$ cat src/rtl/alu_op_sequencer_if.sv
// Request channel between the decode/control FSM (master) and alu_op_sequencer (slave).
// Transfer happens on a rising edge where req_valid and req_ready are both high.
interface alu_op_sequencer_if #(
  parameter int DW   = 16,
  parameter int NREG = 8
);
  logic                    req_valid;
  logic                    req_ready;
  logic                    req_mov;
  logic [1:0]              req_op;
  logic [$clog2(NREG)-1:0] req_rd;
  logic [$clog2(NREG)-1:0] req_rn;
  logic [$clog2(NREG)-1:0] req_rm;
  logic [DW-1:0]           req_imm;

  modport master (
    output req_valid, req_mov, req_op, req_rd, req_rn, req_rm, req_imm,
    input  req_ready
  );

  modport slave (
    input  req_valid, req_mov, req_op, req_rd, req_rn, req_rm, req_imm,
    output req_ready
  );
endinterface

$ cat src/rtl/alu_op_sequencer.sv
// Multi-cycle ALU initiator with an internal register file; one request in flight at a time.
// Optional macro ALU_SEQ_NV_FLAGS_EN adds V/N status tracking (default build tracks Z only).
module alu_op_sequencer #(
  parameter int DW   = 16,
  parameter int NREG = 8
) (
  input  logic                    clk,
  input  logic                    reset_n,
  alu_op_sequencer_if.slave       req,
  output logic [DW-1:0]           alu_ain,
  output logic [DW-1:0]           alu_bin,
  output logic [1:0]              alu_op,
  input  logic [DW-1:0]           alu_out,
  input  logic                    alu_z,
  output logic                    done,
  output logic [2:0]              status,
  input  logic [$clog2(NREG)-1:0] dbg_sel,
  output logic [DW-1:0]           dbg_data,
  output logic [2:0]              dbg_state
);
  localparam int IW = $clog2(NREG);

  typedef enum logic [2:0] {
    S_IDLE  = 3'd0,
    S_LOAD  = 3'd1,
    S_EXEC  = 3'd2,
    S_WRITE = 3'd3,
    S_DONE  = 3'd4
  } state_t;

  state_t          r_state;
  state_t          w_next;
  logic            w_accept;
  logic [IW-1:0]   r_rd;
  logic [IW-1:0]   r_rn;
  logic [IW-1:0]   r_rm;
  logic [1:0]      r_op;
  logic [DW-1:0]   r_c;
  logic            r_z;
  logic [DW-1:0]   r_regs [NREG];

  // Handshake: a request transfers on a rising edge where req_valid & req_ready;
  // req_ready is high only in IDLE (and therefore throughout reset).
  assign req.req_ready = (r_state == S_IDLE);
  assign w_accept      = req.req_valid && (r_state == S_IDLE);
  assign done          = (r_state == S_DONE);
  assign dbg_data      = r_regs[dbg_sel];
  assign dbg_state     = r_state;

  always_ff @(posedge clk or negedge reset_n) begin
    if (!reset_n) r_state <= S_IDLE;
    else          r_state <= w_next;
  end

  always_comb begin
    w_next = r_state;
    case (r_state)
      S_IDLE:  if (w_accept) w_next = req.req_mov ? S_WRITE : S_LOAD;
      S_LOAD:  w_next = S_EXEC;
      S_EXEC:  w_next = S_WRITE;
      S_WRITE: w_next = S_DONE;
      S_DONE:  w_next = S_IDLE;
      default: w_next = S_IDLE;
    endcase
  end

  // Operands are sampled in LOAD, so rd == rn/rm cannot disturb the op in flight.
  always_ff @(posedge clk or negedge reset_n) begin
    if (!reset_n) begin
      r_rd    <= '0;
      r_rn    <= '0;
      r_rm    <= '0;
      r_op    <= '0;
      r_c     <= '0;
      r_z     <= 1'b0;
      alu_ain <= '0;
      alu_bin <= '0;
      alu_op  <= '0;
      for (int i = 0; i < NREG; i++) r_regs[i] <= '0;
    end else begin
      case (r_state)
        S_IDLE: begin
          if (w_accept) begin
            r_rd <= req.req_rd;
            r_rn <= req.req_rn;
            r_rm <= req.req_rm;
            r_op <= req.req_op;
            if (req.req_mov) r_c <= req.req_imm;
          end
        end
        S_LOAD: begin
          alu_ain <= r_regs[r_rn];
          alu_bin <= r_regs[r_rm];
          alu_op  <= r_op;
        end
        S_EXEC: begin
          r_c <= alu_out;
          r_z <= alu_z;
        end
        S_WRITE: r_regs[r_rd] <= r_c;
        default: ;
      endcase
    end
  end

`ifdef ALU_SEQ_NV_FLAGS_EN
  logic r_v;
  logic r_n;
  logic w_v;

  // Signed overflow: ADD overflows when like-signed operands give a differently signed result,
  // SUB when the operand signs differ and the result sign departs from A.
  always_comb begin
    w_v = 1'b0;
    case (alu_op)
      2'b00:   w_v = (alu_ain[DW-1] == alu_bin[DW-1]) && (alu_out[DW-1] != alu_ain[DW-1]);
      2'b01:   w_v = (alu_ain[DW-1] != alu_bin[DW-1]) && (alu_out[DW-1] != alu_ain[DW-1]);
      default: w_v = 1'b0;
    endcase
  end

  always_ff @(posedge clk or negedge reset_n) begin
    if (!reset_n) begin
      r_v <= 1'b0;
      r_n <= 1'b0;
    end else if (r_state == S_EXEC) begin
      r_v <= w_v;
      r_n <= alu_out[DW-1];
    end
  end

  assign status = {r_v, r_n, r_z};
`else
  assign status = {2'b00, r_z};
`endif

endmodule

$ cat src/flat_wrapper.sv
// flat-port wrapper written by rule: the top's interface ports become plain ports
module alu_op_sequencer_flat 
#(
  parameter int DW   = 16,
  parameter int NREG = 8
)
  (clk, reset_n, alu_ain, alu_bin, alu_op, alu_out, alu_z, done, status, dbg_sel, dbg_data, dbg_state, req_req_valid, req_req_mov, req_req_op, req_req_rd, req_req_rn, req_req_rm, req_req_imm, req_req_ready);
  alu_op_sequencer_if #(.DW(DW), .NREG(NREG)) req_i ();
  input  logic clk;
  input  logic reset_n;
  output logic [DW-1:0] alu_ain;
  output logic [DW-1:0] alu_bin;
  output logic [1:0] alu_op;
  input  logic [DW-1:0] alu_out;
  input  logic alu_z;
  output logic done;
  output logic [2:0] status;
  input  logic [$clog2(NREG)-1:0] dbg_sel;
  output logic [DW-1:0] dbg_data;
  output logic [2:0] dbg_state;
  input wire logic [$bits(req_i.req_valid)-1:0] req_req_valid;
  input wire logic [$bits(req_i.req_mov)-1:0] req_req_mov;
  input wire logic [$bits(req_i.req_op)-1:0] req_req_op;
  input wire logic [$bits(req_i.req_rd)-1:0] req_req_rd;
  input wire logic [$bits(req_i.req_rn)-1:0] req_req_rn;
  input wire logic [$bits(req_i.req_rm)-1:0] req_req_rm;
  input wire logic [$bits(req_i.req_imm)-1:0] req_req_imm;
  output wire logic [$bits(req_i.req_ready)-1:0] req_req_ready;
  assign req_i.req_valid = req_req_valid;
  assign req_i.req_mov = req_req_mov;
  assign req_i.req_op = req_req_op;
  assign req_i.req_rd = req_req_rd;
  assign req_i.req_rn = req_req_rn;
  assign req_i.req_rm = req_req_rm;
  assign req_i.req_imm = req_req_imm;
  assign req_req_ready = req_i.req_ready;
  alu_op_sequencer #(.DW(DW), .NREG(NREG)) u_core (.clk(clk), .reset_n(reset_n), .req(req_i), .alu_ain(alu_ain), .alu_bin(alu_bin), .alu_op(alu_op), .alu_out(alu_out), .alu_z(alu_z), .done(done), .status(status), .dbg_sel(dbg_sel), .dbg_data(dbg_data), .dbg_state(dbg_state));
endmodule
$ cat config.mk
export PLATFORM = sky130hd
export DESIGN_NAME = alu_op_sequencer_flat
export DESIGN_NICKNAME = d
export VERILOG_FILES = /design/src/rtl/alu_op_sequencer_if.sv /design/src/rtl/alu_op_sequencer.sv /design/src/flat_wrapper.sv
export SDC_FILE = /design/constraint.sdc
export NUM_CORES = 1
export LEC_CHECK = 0
export ABC_AREA = 1
export BUFFER_PORTS_ARGS = -buffer_cell sky130_fd_sc_hd__buf_4
export CAP_MARGIN = 20
export CELL_PAD_IN_SITES_DETAIL_PLACEMENT = 0
export CELL_PAD_IN_SITES_GLOBAL_PLACEMENT = 1
export CORE_UTILIZATION = 39
export DETAILED_ROUTE_END_ITERATION = 12
export PLACE_DENSITY_LB_ADDON = 0.25
export SYNTH_ARGS = -nofsm -noshare
export SYNTH_HDL_FRONTEND = slang
export SYNTH_SLANG_ARGS = --single-unit
$ cat constraint.sdc
create_clock -name clk -period 1.4 [get_ports clk]
set_input_delay 0.21 -clock clk [delete_from_list [all_inputs] [get_ports clk]]
set_output_delay 0.21 -clock clk [all_outputs]
set_load 0.01 [all_outputs]
==> results of run 1 <==
## through the flow
stage | total power, mW | cells
after floorplan | 18.9 | 1626
after global placement | 24.6 | 2055
final | 39.7 | 2258
after detailed placement | 24.9 | 2055
after global routing | 42.0 | 2258
after CTS | 32.4 | 2183
## how the worst min path moves through the flow
stage                   from           endpoint  slack (ns)
2_1_floorplan        reset_n  u_core.alu_ain[0]       -0.09
3_3_place_gp         reset_n  u_core.r_regs[23]        0.19
3_5_place_dp         reset_n  u_core.r_regs[23]        0.19
4_1_cts        req_req_rd[2]     u_core.r_rd[2]      0.0005
5_1_grt        req_req_rd[2]     u_core.r_rd[2]       0.001
6_report       req_req_rd[2]     u_core.r_rd[2]       0.002
## worst reg2reg max path, cell delays in order, from the launching register on
cell and delay (ns):
dfrtp_1 0.41, nand2_2 0.08, nor2_4 0.15, buf_4 0.14, buf_6 0.08, buf_6 0.07, nand4_1 0.12, buf_6 0.20
buf_12 0.17, nand2_1 0.07, o21ai_1 0.06
## per-layer routing
metal / vias to the layer above / GRT usage (%)
met5: - / 0
met4: 2 / 11.0
met3: 191 / 4.66
met2: 797 / 43.4
met1: 5872 / 41.4
li1: 5731 / -
## cell type report
| class | count | share of cell area (%) |
|---|---|---|
| Clock buffer | 18 | 2.57 |
| Multi-Input combinational cell | 1142 | 38.9 |
| Tap cell | 372 | 2.72 |
| Sequential cell | 193 | 28.3 |
| Clock inverter | 14 | 0.973 |
| Inverter | 179 | 4.06 |
| Timing Repair Buffer | 340 | 22.6 |
## kinds of logic (layout without fill, tap and decap cells)
kind of cell / count (synthesis) / count (layout) / synth area share (%)
flip-flops: 193 / 193 / 44.1
AND/OR/NAND/NOR: 854 / 855 / 32.4
multiplexers: 1 / 1 / 0.103
buffers and inverters: 292 / 551 / 10.3
AO/OA/AOI/OAI: 284 / 284 / 13.0
other: 1 / 2 / 0.0343
## placed cells by master, fill, tap and decap left out, types with 55 or more instances in the layout
master | synthesis | routed
nand2_2 | 1 | 76
nand3_1 | 243 | 164
inv_2 | 1 | 67
nand2_4 | 1 | 73
inv_1 | 175 | 106
buf_4 | 4 | 210
dfrtp_1 | 193 | 187
o21ai_1 | 2 | 96
nand2_1 | 587 | 436
o21ai_2 | 0 | 80
nand3_2 | 0 | 75
buf_6 | 0 | 55
## power by group through the flow
stage	sequential [mW]	clock, mW	combinational (mW)
after global routing	10.1	5.40	26.5
after floorplan	9.17	0	9.71
after global placement	9.35	0	15.3
after CTS	9.51	5.17	17.7
final	9.93	5.16	24.6
after detailed placement	9.43	0	15.5
## state kept, by name, summed over array words and instances, names as in the netlist
| register | count |
|---|---|
| u_core.alu_ain | 16 |
| u_core.alu_bin | 16 |
| u_core.alu_op | 2 |
| u_core.dbg_state | 3 |
| u_core.r_c | 16 |
| u_core.r_op | 2 |
| u_core.r_rd | 3 |
| u_core.r_regs | 128 |
| u_core.r_rm | 3 |
| u_core.r_rn | 3 |
| u_core.r_z | 1 |
## what timing repair did
item                                    4_1_cts  5_1_grt
cloned                                       10       35
resized for setup                           255      508
endpoints found under the hold margin        36        0
pin swaps                                    31       83
endpoints found under the setup margin      130      193
hold buffers                                  2        0
setup buffers                                85       43
==> out/results.tsv, run 1 <==
stage	metric	value	unit
status	status	complete, but fails checks	
status	failing checks	negative setup slack	
setup_path	worst r2r dst	u_core.r_regs[27]	
sta	setup violators final	180	
power	combinational share of power	62.0	%
floorplan	chip width	170	µm
setup_path	Worst Path Required	1.19	ns
cells_and_area	share of layout cells above drive strength 1	41.9	%
synthesis	largest cells by area after synthesis	dfrtp_1 44%, nand2_1 20%, nand3_1 11%	
cells_and_area	fin util	62.8	%
power	leakage	8.46	nW
clock_tree	CTS buffer count	17	
setup_path	CP Depth	7	
global_route	total gr overflow	0	
setup_path	Critical Path AT	1.57	ns
drt	antenna-violating nets left	0	
synthesis	cell area after synthesis	0.0109	mm²
synthesis	largest area contributor in the netlist	dfrtp_1	
cells_and_area	final instance area	0.0171	mm²
sta	Worst-Margin Slew	0.627	ns
setup_path	Largest stage delay, worst path	0.41	ns
sta	Min Hold Slack	0.00168	ns
sta	post-route setup slack	-0.383	ns
sta	share of the clock period used by the worst path	127	%
floorplan	Initial Utilization	40.2	%
sta	RSZ-0062 raised after global routing	true	
power	clock share of power	13.0	%
synthesis	Main synth FF type	dfrtp_1	
setup_path	critical path capture point type	primary output	
cells_and_area	Antenna Diode Count	0	
synthesis	synth cell count leaders	587 x nand2_1, 243 x nand3_1, 208 x o21ai_0, 193 x dfrtp_1, 175 x inv_1	
cells_and_area	Area Growth Syn to Fin	56.3	%
synthesis	Yosys top cell area share	44.1	%
sta	Fin Setup TNS	-29.68	ns
power	Int Pwr	21.1	mW
synthesis	Distinct cells, synth	22	
worst_hold_path	WHS Path Cells	3	
sta	Final Hold Viols	0	
synthesis	sequential fraction of the synthesis area	44.1	%
cells_and_area	multi-input logic area	0.00665	mm²
synthesis	count leader, synth	nand2_1	
setup_path	crit path kind	reg -> out	
setup_path	worst reg2reg path depth	10	
clock_tree	Longest Clk Path Bufs	2	
drt	Remaining DRCs	0	
global_route	initial antenna violation count	1	
drt	met3 WL post-DR	4880	µm
drt	via count	12600	
setup_path	FF-to-FF Start	u_core.dbg_state[0]	
drt	uppermost routed layer	met5	
placement	placed cell area	0.0126	mm²
placement	Placer Congestion	0.881	
sta	Max Fclk	561	MHz
placement	PortBufs	106	
drt	DR vias/cell	5.58	
setup_path	Critical Path Source Type	register	
global_route	GRT Overall Usage	28.8	%
clock_tree	H-tree Lvls	4	
drt	Iter 0 DRT Violations	1675	
floorplan	area of the die	0.0287	mm²
setup_path	critical path buffer and inverter count	2	
drt	Met1 Wirelength	19300	µm
worst_hold_path	worst min-delay path class	in -> reg	
setup_path	CP Launch Point	u_core.r_regs[91]	
sta	max-slew violation count	0	
run	MaxCap Viol Count	0	
setup_path	CP delay by family, top	flip-flops	
drt	DR WL met2	21600	µm
global_route	vias in the first global route	10700	
cells_and_area	final net count	1924	
floorplan	Row Count	60	
floorplan	boundary pin count	109	
clock_tree	CTS clk-pin slew, worst paths	0.08	ns
synthesis	#FFs+latches synth	193	
power	worst vdd ir	1.07	mV
clock_tree	CTS tree	yes	
setup_path	slowest stage cell, crit path	dfrtp_1	
synthesis	cells after synthesis	1625	
power	power per cell area	2320	mW/mm²
drt	Routed WL	48500	µm
synthesis	Post-synth EDFFs	0	
placement	detailed-placement wirelength estimate	24400	µm
setup_path	crit path to	dbg_data[11]	
setup_path	Critical Path Most Common Cell	nand2_1	
sta	slew margin rel.	58.1	%
synthesis	ys async rst share	100	%
sta	crit path time final	1.78	ns
floorplan	core footprint	0.0273	mm²
synthesis	mean post-synth cell area	6.74	µm²
setup_path	worst-path cell chain	inv_2, a21oi_1, o21ai_1, nand2_1, nand2_1, nand2_2, buf_6	
cells_and_area	Register Area	0.00484	mm²
clock_tree	Worst-Skew Late Latency	0.46	ns
clock_tree	clk root buf	clkbuf_16	
power	NetSw	18.6	mW
clock_tree	clk sinks	193	
synthesis	Synthesis Warnings	0	
sta	Final Skew	0.0218	ns
floorplan	Die Y	170	µm
global_route	first-pass GRT wire length	62700	µm
cells_and_area	FILL cells	2362	
global_route	pin count of the biggest net entering global routing	65	
setup_path	Crit Path Max Fanout	3	
placement	dpl ws	-0.0610	ns
drt	drt pass-1 iters	6	
drt	detail-routed net length per standard cell	21.5	µm
power	Flop pwr share	25.0	%
power	Switching Share	46.9	%
setup_path	Reg2Reg Setup Slack	-0.28	ns
Power figures use the tool's default switching activity.
==> run 2, diff against run 1 <==
--- a/config.mk
+++ b/config.mk
@@ -5,12 +5,11 @@
 export SDC_FILE = /design/constraint.sdc
 export NUM_CORES = 1
 export LEC_CHECK = 0
-export ABC_AREA = 1
 export BUFFER_PORTS_ARGS = -buffer_cell sky130_fd_sc_hd__buf_4
 export CAP_MARGIN = 20
 export CELL_PAD_IN_SITES_DETAIL_PLACEMENT = 0
 export CELL_PAD_IN_SITES_GLOBAL_PLACEMENT = 1
-export CORE_UTILIZATION = 39
+export CORE_UTILIZATION = 40
 export DETAILED_ROUTE_END_ITERATION = 12
 export PLACE_DENSITY_LB_ADDON = 0.25
 export SYNTH_ARGS = -nofsm -noshare
==> out/results.tsv, run 2 <==
stage	metric	value	unit	change
global_route	initial antenna violation count	0		was 1
floorplan	area of the die	0.0267	mm²	was 0.0287 mm²
synthesis	Synth Area in Adders	0	%	unchanged
drt	via count	8230		was 12,600
drt	Remaining DRCs	0		unchanged
cells_and_area	Area Growth Syn to Fin	50.1	%	was 56.3%
cells_and_area	Antenna Diode Count	0		unchanged
synthesis	Distinct cells, synth	32		was 22
drt	Routed WL	36500	µm	was 48,500 µm
floorplan	boundary pin count	109		unchanged
synthesis	Main synth FF type	dfrtp_1		unchanged
sta	max-slew violation count	0		unchanged
clock_tree	CTS clk-pin slew, worst paths	0.07	ns	was 0.08 ns
cells_and_area	share of layout cells above drive strength 1	66.1	%	was 41.9%
run	MaxCap Viol Count	0		unchanged
setup_path	Critical Path AT	1.76	ns	was 1.57 ns
floorplan	core footprint	0.0254	mm²	was 0.0273 mm²
power	worst vdd ir	1.14	mV	was 1.07 mV
floorplan	Row Count	58		was 60
global_route	total gr overflow	0		unchanged
drt	drt pass-1 iters	4		was 6
sta	Final Hold Viols	0		unchanged
clock_tree	Longest Clk Path Bufs	2		unchanged
power	clock share of power	13.6	%	was 13.0%
synthesis	Synthesis Warnings	0		unchanged
placement	placed cell area	0.0134	mm²	was 0.0126 mm²
power	leakage	7.41	nW	was 8.46 nW
synthesis	largest cells by area after synthesis	dfrtp_1 46%, mux2_2 26%, mux4_2 6.9%		was dfrtp_1 44%, nand2_1 20%, nand3_1 11%
floorplan	chip width	163	µm	was 170 µm
placement	detailed-placement wirelength estimate	21200	µm	was 24,400 µm
synthesis	cells after synthesis	768		was 1,625
sta	post-route setup slack	-0.566	ns	was -0.383 ns
sta	Min Hold Slack	0.0273	ns	was 0.00168 ns
drt	detail-routed net length per standard cell	25.6	µm	was 21.5 µm
setup_path	Critical Path Source Type	register		unchanged
clock_tree	CTS buffer count	17		unchanged
setup_path	critical path capture point type	primary output		unchanged
synthesis	Post-synth EDFFs	0		unchanged
synthesis	ys async rst share	100	%	unchanged
cells_and_area	fin util	61.6	%	was 62.8%
synthesis	xor/xnor share of the synthesized area	0	%	unchanged
setup_path	Crit Path Max Fanout	2		was 3
cells_and_area	final net count	1134		was 1,924
cells_and_area	most common cell after layout, fill and taps aside	buf_4		was nand2_1
synthesis	multiplexer area fraction after synthesis	40.8	%	was 0.103%
sta	Final Skew	0.0145	ns	was 0.0218 ns
power	Int Pwr	25.7	mW	was 21.1 mW
floorplan	Initial Utilization	41.1	%	was 40.2%
synthesis	synth cell count leaders	244 x mux2_2, 193 x dfrtp_1, 64 x mux2i_1, 37 x clkbuf_1, 35 x nand2_1		was 587 x nand2_1, 243 x nand3_1, 208 x o21ai_0, 193 x dfrtp_1, 175 x inv_1
power	Flop pwr share	26.1	%	was 25.0%
clock_tree	clk root buf	clkbuf_16		unchanged
synthesis	largest area contributor in the netlist	dfrtp_1		unchanged
clock_tree	Worst-Skew Late Latency	0.44	ns	was 0.46 ns
drt	antenna-violating nets left	0		unchanged
power	combinational share of power	60.4	%	was 62.0%
global_route	vias in the first global route	8927		was 10,700
drt	Iter 0 DRT Violations	577		was 1,675
drt	DR vias/cell	5.77		was 5.58
clock_tree	clk sinks	193		unchanged
synthesis	Yosys top cell area share	46.3	%	was 44.1%
global_route	first-pass GRT wire length	54200	µm	was 62,700 µm
cells_and_area	commonest cells after routing, fill and taps aside	260 x buf_4, 190 x dfrtp_1, 163 x mux2_4		was 436 x nand2_1, 210 x buf_4, 187 x dfrtp_1
synthesis	simple logic cell fraction of the synthesized area	2.96	%	was 32.4%
setup_path	crit path kind	reg -> out		unchanged
floorplan	Die Y	163	µm	was 170 µm
sta	share of the clock period used by the worst path	140	%	was 127%
power	NetSw	14.9	mW	was 18.6 mW
worst_hold_path	WHS Path Cells	2		was 3
sta	crit path time final	1.97	ns	was 1.78 ns
sta	Fin Setup TNS	-90.53	ns	was -29.68 ns
cells_and_area	Largest Register	u_core.r_regs		unchanged
synthesis	sequential fraction of the synthesis area	46.3	%	was 44.1%
status	status	complete, but fails checks		unchanged
power	Tot Pwr	40.6	mW	was 39.7 mW
cells_and_area	max reg flops	128		unchanged
setup_path	Reg2Reg Setup Slack	-0.57	ns	was -0.28 ns
synthesis	Compound-Gate Fraction of Synth Area	7.10	%	was 13.0%
synthesis	count leader, synth	mux2_2		was nand2_1
clock_tree	CTS tree	yes		unchanged
sta	setup violators final	210		was 180
synthesis	largest family of logic cells by synthesized area	multiplexers		was simple AND/OR/NAND/NOR gates
synthesis	cell area after synthesis	0.0104	mm²	was 0.0109 mm²
synthesis	#FFs+latches synth	193		unchanged
clock_tree	H-tree Lvls	4		unchanged
setup_path	Worst Path Required	1.19	ns	about the same
sta	RSZ-0062 raised after global routing	true		unchanged
worst_hold_path	worst min-delay path class	in -> reg		unchanged
cells_and_area	final instance area	0.0156	mm²	was 0.0171 mm²
power	Switching Share	36.6	%	was 46.9%
status	failing checks	negative setup slack		unchanged
global_route	pin count of the biggest net entering global routing	60		was 65
power	power per cell area	2590	mW/mm²	was 2320 mW/mm²
global_route	GRT Overall Usage	27.9	%	was 28.8%
placement	PortBufs	106		unchanged
sta	Max Fclk	509	MHz	was 561 MHz
setup_path	worst reg2reg path depth	4		was 10
synthesis	mean post-synth cell area	13.6	µm²	was 6.74 µm²
placement	Placer Congestion	0.824		was 0.881
[run 2: metrics by stage]
stage	setup slack [ns]	cells
2_1_floorplan	-0.808	769
3_3_place_gp	-0.528	1325
3_5_place_dp	-0.566	1325
4_1_cts	-0.572	1409
5_1_grt	-0.611	1426
6_report	-0.566	1426
[run 2: power groups by stage]
stage          clock network, mW  logic, mW  registers (mW)
5_1_grt                     5.82       25.6            10.8
6_report                    5.52       24.5            10.6
4_1_cts                     5.56       23.7            10.5
2_1_floorplan                  0       10.9            10.3
3_3_place_gp                   0       19.0            10.2
3_5_place_dp                   0       19.7            10.5
[run 2: cells by family (layout without fill, tap and decap cells)]
family                 Yosys count  count (layout)
AOI/OAI and AO/OA               99              99
and+or+nand+nor                 62              62
muxes                          350             350
other                            1               2
buffers and inverters           63             390
DFF                            193             193
[run 2: worst max-delay path, stage by stage (launching register included)]
cell and delay, ns:
dfrtp_1 0.39, mux4_2 0.49, mux2_4 0.31, buf_6 0.13
[run 2: area by class of cell]
cell class | count | area [µm²]
fillers | 1906 | 9750
multi-input cells | 513 | 6190
flip-flops and latches | 193 | 4840
repair buffers | 358 | 3560
clock buffers | 18 | 429
well taps | 330 | 413
clock inverters | 14 | 224
[run 2: metal layers]
layer,GRT usage [%],part of all wire (%),vias up
li1,-,-,3565
met1,34.7,42,4338
met2,47.3,50,249
met3,4.88,3.8,78
met4,12.0,3.7,0
met5,0,0,-
[run 2: repair_timing]
| action | 4_1_cts | 5_1_grt |
|---|---|---|
| hold endpoints to repair | 137 | 5 |
| gates cloned | 11 | 0 |
| hold buffers | 7 | 5 |
| pin swaps | 16 | 7 |
| endpoints found under the setup margin | 209 | 210 |
| setup buffers | 34 | 17 |
| resized for setup | 186 | 48 |
[run 2: path summary, 6_finish.rpt]
path / from / endpoint
setup reg to reg: u_core.dbg_state[2] / u_core.r_regs[124]
max in group asynchronous: reset_n / u_core.r_regs[56]
hold reg to reg: u_core.alu_bin[0] / u_core.alu_bin[0]
setup / recovery: u_core.r_regs[66] / dbg_data[2]
min in group asynchronous: reset_n / u_core.r_regs[82]
hold / removal: req_req_rn[0] / u_core.r_rn[0]
